--- src/rtl/seq_detector_param.sv ---
`default_nettype none
// ============================================================================
//  Module      : seq_detector_param
//  Description : Parametrised Moore serial pattern detector. One serial bit is
//                accepted per clock while valid is high; the last N accepted
//                bits are compared against a run-time reloadable pattern.
//                Overlapping or non-overlapping detection, saturating match
//                counter.
//  Ports       : clk          - rising-edge clock
//                reset        - synchronous active-high reset
//                valid        - A is accepted on this edge when high
//                A            - serial data bit (first bit = pattern MSB)
//                load_en      - load load_pattern, discard current window
//                load_pattern - new pattern, MSB first
//                unlock       - registered match flag (Moore)
//                match_cnt    - matches since reset, saturating
//                fill         - bits accepted in current window, 0..N
//  Revision    : 1.0 - initial release
// ============================================================================
module seq_detector_param #(
   parameter int               N       = 5,
   parameter logic [N-1:0]     PATTERN = 5'b01001,
   parameter int               OVERLAP = 1,
   parameter int               CNT_W   = 8
) (
   input  logic                        clk,
   input  logic                        reset,
   input  logic                        valid,
   input  logic                        A,
   input  logic                        load_en,
   input  logic [N-1:0]                load_pattern,
   output logic                        unlock,
   output logic [CNT_W-1:0]            match_cnt,
   output logic [$clog2(N+1)-1:0]      fill
);

   localparam int                FILL_W   = $clog2(N+1);
   localparam logic [FILL_W-1:0] FILL_N   = FILL_W'(N);
   localparam logic [FILL_W-1:0] FILL_ONE = FILL_W'(1);
   localparam logic              NO_OVL   = (OVERLAP == 0);

   logic [N-1:0]      hist_q,    hist_d;
   logic [FILL_W-1:0] fill_q,    fill_d;
   logic              unlock_q,  unlock_d;
   logic [CNT_W-1:0]  cnt_q,     cnt_d;
   logic [N-1:0]      pattern_q, pattern_d;
   logic              restart;
   logic              hit;

   // State register
   always_ff @(posedge clk) begin
      if (reset) begin
         hist_q    <= '0;
         fill_q    <= '0;
         unlock_q  <= 1'b0;
         cnt_q     <= '0;
         pattern_q <= PATTERN;
      end else begin
         hist_q    <= hist_d;
         fill_q    <= fill_d;
         unlock_q  <= unlock_d;
         cnt_q     <= cnt_d;
         pattern_q <= pattern_d;
      end
   end

   // Next-state logic
   always_comb begin
      hist_d    = hist_q;
      fill_d    = fill_q;
      unlock_d  = unlock_q;
      cnt_d     = cnt_q;
      pattern_d = pattern_q;
      hit       = 1'b0;
      // In non-overlapping mode the bit after a match opens a fresh window,
      // so the matched bits cannot contribute to the next match.
      restart   = unlock_q & NO_OVL;

      if (load_en) begin
         pattern_d = load_pattern;
         hist_d    = '0;
         fill_d    = '0;
         unlock_d  = 1'b0;
      end else if (valid) begin
         hist_d = {hist_q[N-2:0], A};
         if (restart) begin
            fill_d = FILL_ONE;
         end else if (fill_q == FILL_N) begin
            fill_d = FILL_N;
         end else begin
            fill_d = fill_q + 1'b1;
         end
         // A full window is required: stale history left over from before a
         // reset/load/restart must never match on its own.
         hit      = (fill_d == FILL_N) && (hist_d == pattern_q);
         unlock_d = hit;
         if (hit && (cnt_q != {CNT_W{1'b1}})) begin
            cnt_d = cnt_q + 1'b1;
         end
      end
   end

   // Output logic
   always_comb begin
      unlock    = unlock_q;
      match_cnt = cnt_q;
      fill      = fill_q;
   end

endmodule
`default_nettype wire

--- config.mk ---
export PLATFORM = sky130hd
export DESIGN_NAME = seq_detector_param
export DESIGN_NICKNAME = d
export VERILOG_FILES = /design/src/rtl/seq_detector_param.sv
export SDC_FILE = /design/constraint.sdc
export NUM_CORES = 1
export LEC_CHECK = 0
export CAP_MARGIN = 20
export CORE_ASPECT_RATIO = 1.25
export CORE_UTILIZATION = 52
export DETAILED_ROUTE_END_ITERATION = 12
export PLACE_DENSITY = 0.85
export SLEW_MARGIN = 25
export SYNTH_ARGS = -nofsm -noshare
export SYNTH_HDL_FRONTEND = slang
export SYNTH_SLANG_ARGS = --single-unit
--- constraint.sdc ---
create_clock -name clk -period 3.6 [get_ports clk]
set_input_delay 0.72 -clock clk [delete_from_list [all_inputs] [get_ports clk]]
set_output_delay 0.72 -clock clk [all_outputs]
set_load 0.03 [all_outputs]
==> run metrics, run 1 <==
CP max FO 9; layout cell share with drive strength beyond 1 10.9%; largest area contributor in the netlist dfxtp_1; unrepaired setup endpoints after global routing false; Syn Nets 118; ys flop type dfxtp_1; Clock Power Share between 20% and 30%; Root Buffer clkbuf_4; worst hold path class register to register; synthesized flop and latch total 21; headroom to the max-slew limit 65.0%; # IOs 22; initial antenna violation count 0; CP Capture Type register; Post-CTS Setup Inserts 0; Netlist cell types 33; achievable frequency approximately 0.45 GHz; I/O Buffers 21; # clock sinks 21; flop-to-flop setup slack about 1.8 ns; max-cap viol count 0; Worst Hold Launch pattern_q[2]$_SDFFE_PP0P_; via count of the routed design about 820; Power per Cell Area around 310 nW/um^2; syn avg cell area around 9.4 um^2; switch share about a quarter; register area share after synthesis 41.7%; most area-consuming cells after synthesis dfxtp_1 (42%), mux2i_1 (8.0%), xor2_1 (6.1%), nor2_1 (5.6%), a21oi_1 (3.0%); Hold Path End pattern_q[2]$_SDFFE_PP0P_; gr usage total about a fifth; crit-path cells clkdlybuf4s50_1 -> nand3b_4 -> nor4_4 -> nand4_1 -> or3_1 -> nand2_1; GP Congestion 0.734; Worst R2R Start match_cnt[0]$_SDFFE_PP0P_; Logic pwr share between 10% and 20%; height of the die a little over 50 um; Cells after DPL between 100 and 150; First-pass DRT Iterations 4; placed inst area 1220 um^2; Core ar. 1790 um^2; GR Overflow Total 0; clk buf depth 2; DP Wirelength roughly 1500 um; Critical Path AT roughly 2.5 ns; starting density of the core about 56%; full die area between 2000 and 2500 um^2; Post-Synthesis Cells between 100 and 150; post-layout instance area 1250 um^2; Final #Nets 140; first-pass GRT wire length 3020 um; synthesized area between 1000 and 1500 um^2; H-tree depth 1; Period minus WS final roughly 2.2 ns; # setup viols final 0; Fillers roughly 150; Clock Latency Late Sink around 0.3 ns; antenna viol nets, final 0; largest net degree at the start of global routing 16; fin util 69.8%; leakage power slightly below 0.0005 uW; Vias per Instance ~5.6; top-area cell type share of the netlist area between 40% and 50%; maximum VDD drop between 0.2 and 0.25 mV; setup TNS 0 ns; final hold viol count 0; Rows 17; Synth async-reset ratio 0%; worst setup path startpoint valid; actual slew at the worst max-slew pin roughly 0.52 ns; die width ~41 um; hold path depth 2; Psw ~93 uW; outcome finished, final reports clean; RR Endpoint match_cnt[6]$_SDFFE_PP0P_; Worst Path Required roughly 3.8 ns; yosys warns 0; Finished Layout Cells approximately 150; worst r2r path cells 6; cts bufs inserted 3; number of synthesized flops with an enable pin 0; CTS resizes 0; Clock Skew 0.00647 ns; CP max-delay cell clkdlybuf4s50_1; vias in the first global route 732; hold buffers post-CTS 0; max incr delay on CP 0.73 ns; Setup CP Type input pin to register; Worst Setup Start Kind input pin; DRC 0; Internal Power between 200 and 300 uW; final worst path period share between 60% and 70%; Wirelength per Cell between 10 and 15 um; Final Max Tran Viols 0; TritonCTS clock tree yes; initial DRC count 11; WL final 1900 um; antenna diode count 0; area delta synth->final 23.9%; Reg clk slew, reported paths between 0.1 and 0.15 ns; Reg power frac between 60 and 70%
per-layer routing:
layer	vias up	wire [um]	share of wire, %	track usage (%)
met1	389	794	42	25.1
met2	12	1050	55	36.2
met4	0	13	0.68	6.45
met3	2	43	2.3	2.61
met5	-	0	0	0
li1	413	-	-	-
power groups by stage:
stage          registers [uW]  logic (uW)  clock network, uW
6_report                  241        41.8                110
5_1_grt                   242        46.0                123
4_1_cts                   241        42.1                112
3_5_place_dp              246        41.9                  0
3_3_place_gp              246        40.4                  0
2_1_floorplan             247        25.4                  0
cells in the mapped netlist, types with 2 or more instances:
cell type and number:
a211o_1 2, a21oi_1 6, clkbuf_1 2, dfxtp_1 21, inv_1 2, mux2i_1 8, nand2_1 6, nand3_1 4
nor2_1 15, nor2_2 3, nor2b_1 3, nor3_1 3, o21ai_0 3, or3_1 4, xor2_1 7
flip-flops by register name, indices dropped and copies added, names as in the netlist:
name and cells:
fill 3, hist_q 4, match_cnt 8, pattern_q 5, unlock 1
per-stage QoR:
stage	power (uW)	setup slack (ns)	hold slack, ns
floorplan	272	1.77	0.481
global route	411	1.27	0.573
CTS	396	1.38	0.534
detailed placement	288	1.07	0.516
finish	393	1.38	0.534
global placement	287	1.13	0.492
worst max-delay path by stage:
| stage | to | cells after the start |
|---|---|---|
| 2_1_floorplan | match_cnt[2]$_SDFFE_PP0P_ | 6 |
| 3_3_place_gp | match_cnt[2]$_SDFFE_PP0P_ | 6 |
| 3_5_place_dp | match_cnt[2]$_SDFFE_PP0P_ | 6 |
| 4_1_cts | match_cnt[2]$_SDFFE_PP0P_ | 6 |
| 5_1_grt | match_cnt[2]$_SDFFE_PP0P_ | 6 |
| 6_report | match_cnt[2]$_SDFFE_PP0P_ | 6 |
cell usage in the layout (no fill, tap or decap), types with 2 or more instances in the layout:
| cell | n |
|---|---|
| a211o_1 | 2 |
| o21ai_0 | 3 |
| nor3_1 | 3 |
| clkbuf_4 | 3 |
| inv_1 | 2 |
| nor2_1 | 15 |
| clkdlybuf4s50_1 | 21 |
| nor2b_1 | 3 |
| mux2i_1 | 8 |
| dfxtp_1 | 21 |
| xor2_1 | 7 |
| a21oi_1 | 6 |
| nor2_2 | 3 |
| or3_1 | 4 |
| nand2_1 | 6 |
| nand3_1 | 4 |
critical path: cells and delay by family:
| family | cells | cell delay, ns |
|---|---|---|
| buf+inv | 1 | 0.73 |
| simple gates | 5 | 1.01 |
logic make-up after synthesis:
family                   share of synthesized area, %
adder cells (fa/ha/maj)                          1.24
AND/OR/NAND/NOR                                  29.9
multiplexers                                     7.95
flip-flops                                       41.7
XOR/XNOR                                         7.70
buffers and inverters                            2.73
AO/OA/AOI/OAI                                    8.70
final cells by class:
class / instances / area (um^2) / area share [%]
multi-input combinational: 80 / 559 / 44.8
timing repair buffer: 21 / 210 / 16.9
clock buffer: 4 / 26.3 / 2.11
tap: 19 / 23.8 / 1.91
inverter: 2 / 7.51 / 0.602
sequential: 21 / 420 / 33.7
No activity file was read; power rests on OpenSTA's default activity.
==> run 2: changes to the inputs <==
- CORE_UTILIZATION: 52 -> 44
- PLACE_DENSITY: 0.85 -> 0.77
- clock period: 3.6 -> 2.02 ns (I/O delays scaled with it)
==> run metrics, run 2 (synthesis gave the netlist of run 1 again) <==
WL final roughly 1800 um; final worst path period share around 93%; Fillers between 200 and 250; Worst R2R Start match_cnt[0]$_SDFFE_PP0P_; RR Endpoint match_cnt[6]$_SDFFE_PP0P_; Setup CP Type register to output pin; DRC 0; Reg clk slew, reported paths 0.11 ns; max incr delay on CP 0.71 ns; actual slew at the worst max-slew pin 0.369 ns; GP Congestion roughly 0.86; Worst Setup Start Kind register; CP max FO 7; CP max-delay cell clkdlybuf4s50_1; layout cell share with drive strength beyond 1 13.0%; unrepaired setup endpoints after global routing false; hold path depth 2; outcome finished, final reports clean; Post-CTS Setup Inserts 0; # IOs 22; Vias per Instance between 5 and 6; die width ~45 um; area delta synth->final 27.6%; Final Max Tran Viols 0; CTS resizes 0; H-tree depth 1; initial antenna violation count 0; final hold viol count 0; CP Capture Type output pin; TritonCTS clock tree yes; crit-path cells clkdlybuf4s50_1; worst hold path class register to register; setup TNS 0 ns; max-cap viol count 0; Wirelength per Cell about 11 um; Worst Path Required roughly 1.6 ns; Root Buffer clkbuf_4; crit path buf inv count 1; number of flip-flops in the largest register 8; Core ar. between 2000 and 2500 um^2; hold buffers post-CTS 0; largest net degree at the start of global routing 15; full die area 2490 um^2; worst slack at placement between 0.03 and 0.04 ns; maximum VDD drop 0.383 mV; Final #Nets about 140; height of the die 55.5 um; cts bufs inserted 3; Clock Skew between 0.002 and 0.003 ns; achievable frequency 0.531 GHz; Rows 19; Cells after DPL 158; Clock Latency Late Sink 0.30 ns; antenna viol nets, final 0; First-pass DRT Iterations 4; commonest non-fill, non-tap cells in the layout dfxtp_1 (21), clkdlybuf4s50_1 (21), nor2_1 (15), mux2i_1 (8), xor2_1 (7); placed inst area about 1300 um^2; first-pass GRT wire length 3430 um; flop-to-flop setup slack roughly 0.18 ns; Power per Cell Area roughly 550 nW/um^2; clk buf depth 2; gr usage total 18.7%; headroom to the max-slew limit approximately three quarters; via count of the routed design slightly above 800; CP top delay family buffers and inverters; starting density of the core 46.1%; worst r2r path cells 6; Setup WS post-layout 0.138 ns; post-layout instance area 1280 um^2; # clock sinks 21; antenna diode count 0; Finished Layout Cells 162; initial DRC count 1; GR Overflow Total 0; Period minus WS final between 1.5 and 2 ns; vias in the first global route ~870; Worst Hold Launch pattern_q[2]$_SDFFE_PP0P_; # setup viols final 0; Critical Path AT approximately 1.5 ns; I/O Buffers 21; DP Wirelength about 1500 um; leakage power between 0.0005 and 0.0006 uW; Hold Path End pattern_q[2]$_SDFFE_PP0P_
-- run 2: worst max-delay path by stage --
| stage | end | startpoint | cells past startpoint | slack [ns] |
|---|---|---|---|---|
| detailed placement | match_cnt[2]$_SDFFE_PP0P_ | valid | 6 | 0.04 |
| global route | match_cnt[4]$_SDFFE_PP0P_ | match_cnt[0]$_SDFFE_PP0P_ | 6 | 0.06 |
| finish | match_cnt[2] | match_cnt[2]$_SDFFE_PP0P_ | 1 | 0.14 |
| global placement | match_cnt[2]$_SDFFE_PP0P_ | valid | 6 | 0.04 |
| floorplan | match_cnt[6]$_SDFFE_PP0P_ | match_cnt[0]$_SDFFE_PP0P_ | 6 | 0.22 |
| CTS | fill[2] | fill[2]$_SDFFE_PP0P_ | 1 | 0.12 |
-- run 2: layout make-up --
| cell class | count | area, um^2 | area share, % |
|---|---|---|---|
| repair buffers | 24 | 233 | 18.1 |
| flip-flops and latches | 21 | 420 | 32.7 |
| multi-input cells | 80 | 559 | 43.5 |
| inverters | 2 | 7.51 | 0.584 |
| clock buffers | 4 | 26.3 | 2.04 |
| well taps | 31 | 38.8 | 3.02 |
-- run 2: stage by stage --
stage	hold WS (ns)	util [%]	power [uW]
after floorplan	0.481	-	485
after global placement	0.501	57.6	515
after detailed placement	0.516	57.6	517
after CTS	0.537	58.8	712
after global routing	0.553	58.8	737
final	0.533	58.8	704
-- run 2: worst register-to-register path, stage by stage, from the launching register on --
cell and delay (ns):
dfxtp_1 0.37, ha_1 0.27, and3_1 0.23, a21oi_2 0.20, nand4_4 0.17, or3_1 0.37
a21oi_1 0.16
-- run 2: power by group --
group          switching [uW]  total, uW  internal (uW)
sequential               6.81        429            422
combinational            38.8       77.4           38.6
clock                     121        197           76.9
-- run 2: metal layers --
layer | up-vias | wire, um | GRT usage, %
li1 | 420 | - | -
met1 | 390 | 796 | 20.0
met2 | 15 | 955 | 31.5
met3 | 4 | 51 | 4.25
met4 | 0 | 38 | 11.7
met5 | - | 0 | 0
==> run 3: changes to the inputs <==
- CORE_ASPECT_RATIO: 1.25 -> 0.7
- CORE_UTILIZATION: 44 -> 46
- CTS_BUF_LIST: not set -> sky130_fd_sc_hd__clkbuf_8
- GPL_TIMING_DRIVEN: not set -> 0
- PLACE_DENSITY: 0.77 -> 0.8
==> run metrics, run 3 (synthesis gave the netlist of run 1 again) <==
outcome finished, violations left; violated checks DRC; via count of the routed design approximately 810; DRC 1; CP endpoint match_cnt[3]$_SDFFE_PP0P_; CP top delay family simple AND/OR/NAND/NOR gates; Logic pwr share about a tenth; unrepaired setup endpoints after global routing false; Reg power frac between 50% and 60%; headroom to the max-slew limit about 66%; Root Buffer clkbuf_8; TritonCTS clock tree yes; crit path buf inv count 0; First-pass DRT Iterations 8; hold buffers post-CTS 0; cts bufs inserted 3; Clock Latency Late Sink approximately 0.27 ns; layout cell share with drive strength beyond 1 13.0%; Cells after DPL 149; vias in the first global route slightly above 700; clk buf depth 2; final hold viol count 0; Setup WS post-layout around 0.15 ns; die width around 58 um; Power per Cell Area roughly 620 nW/um^2; gr usage total 20.4%; Final Max Tran Viols 0; initial DRC count 22; Reg clk slew, reported paths 0.08 ns; leakage power roughly 0.00051 uW; DP Wirelength approximately 1500 um; post-layout instance area roughly 1300 um^2; WL final between 2000 and 2500 um; first-pass GRT wire length ~3400 um; actual slew at the worst max-slew pin 0.506 ns; most common cell after layout, fill and taps aside dfxtp_1; fin util 65.6%; H-tree depth 1; starting density of the core roughly half; worst setup path startpoint match_cnt[0]$_SDFFE_PP0P_; Vias per Instance roughly 5.3; Critical Path AT around 2.1 ns; # IOs 22; Post-CTS Setup Inserts 0; Clock Power Share between 30% and 40%; Wirelength per Cell 13.3 um; I/O Buffers 20; Rows 13; CTS resizes 0; achievable frequency 0.536 GHz; CP max FO 8; number of flip-flops in the largest register 8; antenna diode count 0; Period minus WS final 1.87 ns; Finished Layout Cells roughly 150; worst slack at placement -0.0443 ns; Worst Setup Start Kind register; max-cap viol count 0; max incr delay on CP approximately 0.38 ns; area delta synth->final 27.2%; final worst path period share 92.4%; CP max-delay cell or3_1; Worst Path Required roughly 2.2 ns; largest net degree at the start of global routing 13; Final #Nets between 100 and 150; GR Overflow Total 0; CP Capture Type register; Core ar. approximately 2000 um^2; Clock Skew 0.00424 ns; maximum VDD drop between 0.3 and 0.4 mV; RR Endpoint match_cnt[3]$_SDFFE_PP0P_; initial antenna violation count 0; switch share about a quarter; worst r2r path cells 6; setup TNS 0 ns; Stages on worst setup path 6; placed inst area approximately 1200 um^2; Psw around 190 uW; commonest non-fill, non-tap cells in the layout dfxtp_1 (21), clkdlybuf4s50_1 (20), nor2_1 (15), mux2i_1 (8), xor2_1 (7); height of the die ~40 um; Internal Power 596 uW; full die area around 2400 um^2; Setup CP Type register to register; flop-to-flop setup slack 0.15 ns; # setup viols final 0; crit-path cells ha_1 -> and3_1 -> a21oi_2 -> nand4_4 -> or3_1 -> a21oi_1; antenna viol nets, final 0; # clock sinks 21; worst hold path class input pin to register; GP Congestion roughly 0.77; Worst R2R Start match_cnt[0]$_SDFFE_PP0P_
-- run 3: layer usage --
layer,part of all wire [%],track usage [%]
met1,49,26.0
met2,44,31.6
met3,5.3,6.62
met4,1.6,10.7
met5,0,0
-- run 3: per-stage QoR --
stage | hold WS [ns] | power, uW
floorplan | 0.481 | 485
global placement | 0.494 | 512
detailed placement | 0.503 | 515
CTS | 0.476 | 796
global route | 0.513 | 821
finish | 0.483 | 789
-- run 3: worst min-delay path by stage --
stage                               from                        end  slack, ns  cells after the start
3_3_place_gp   pattern_q[2]$_SDFFE_PP0P_  pattern_q[2]$_SDFFE_PP0P_       0.49                      2
3_5_place_dp   match_cnt[6]$_SDFFE_PP0P_  match_cnt[6]$_SDFFE_PP0P_       0.50                      2
6_report                           valid       fill[0]$_SDFFE_PP0P_       0.48                      3
2_1_floorplan  pattern_q[1]$_SDFFE_PP0P_  pattern_q[1]$_SDFFE_PP0P_       0.48                      2
5_1_grt                            valid     hist_q[0]$_SDFFE_PP0P_       0.51                      3
4_1_cts                            valid       fill[0]$_SDFFE_PP0P_       0.48                      3
-- run 3: cell type report --
class	count	area (um^2)
Buffer	4	20.0
Fill cell	169	671
Sequential cell	21	420
Inverter	2	7.51
Multi-Input combinational cell	80	559
Tap cell	22	27.5
Clock inverter	1	5.00
Clock buffer	3	41.3
Timing Repair Buffer	20	200
-- run 3: tightest hold or removal path: cells and delay by family --
family	cells	cell delay, ns
buffers and inverters	1	0.16
and+or+nand+nor	2	0.15
-- run 3: power by group through the flow --
stage | logic (uW) | registers (uW) | clock network (uW)
after floorplan | 45.2 | 440 | 0
after global placement | 73.5 | 439 | 0
after detailed placement | 76.3 | 439 | 0
after CTS | 76.7 | 429 | 290
after global routing | 83.8 | 431 | 306
final | 76.5 | 429 | 283
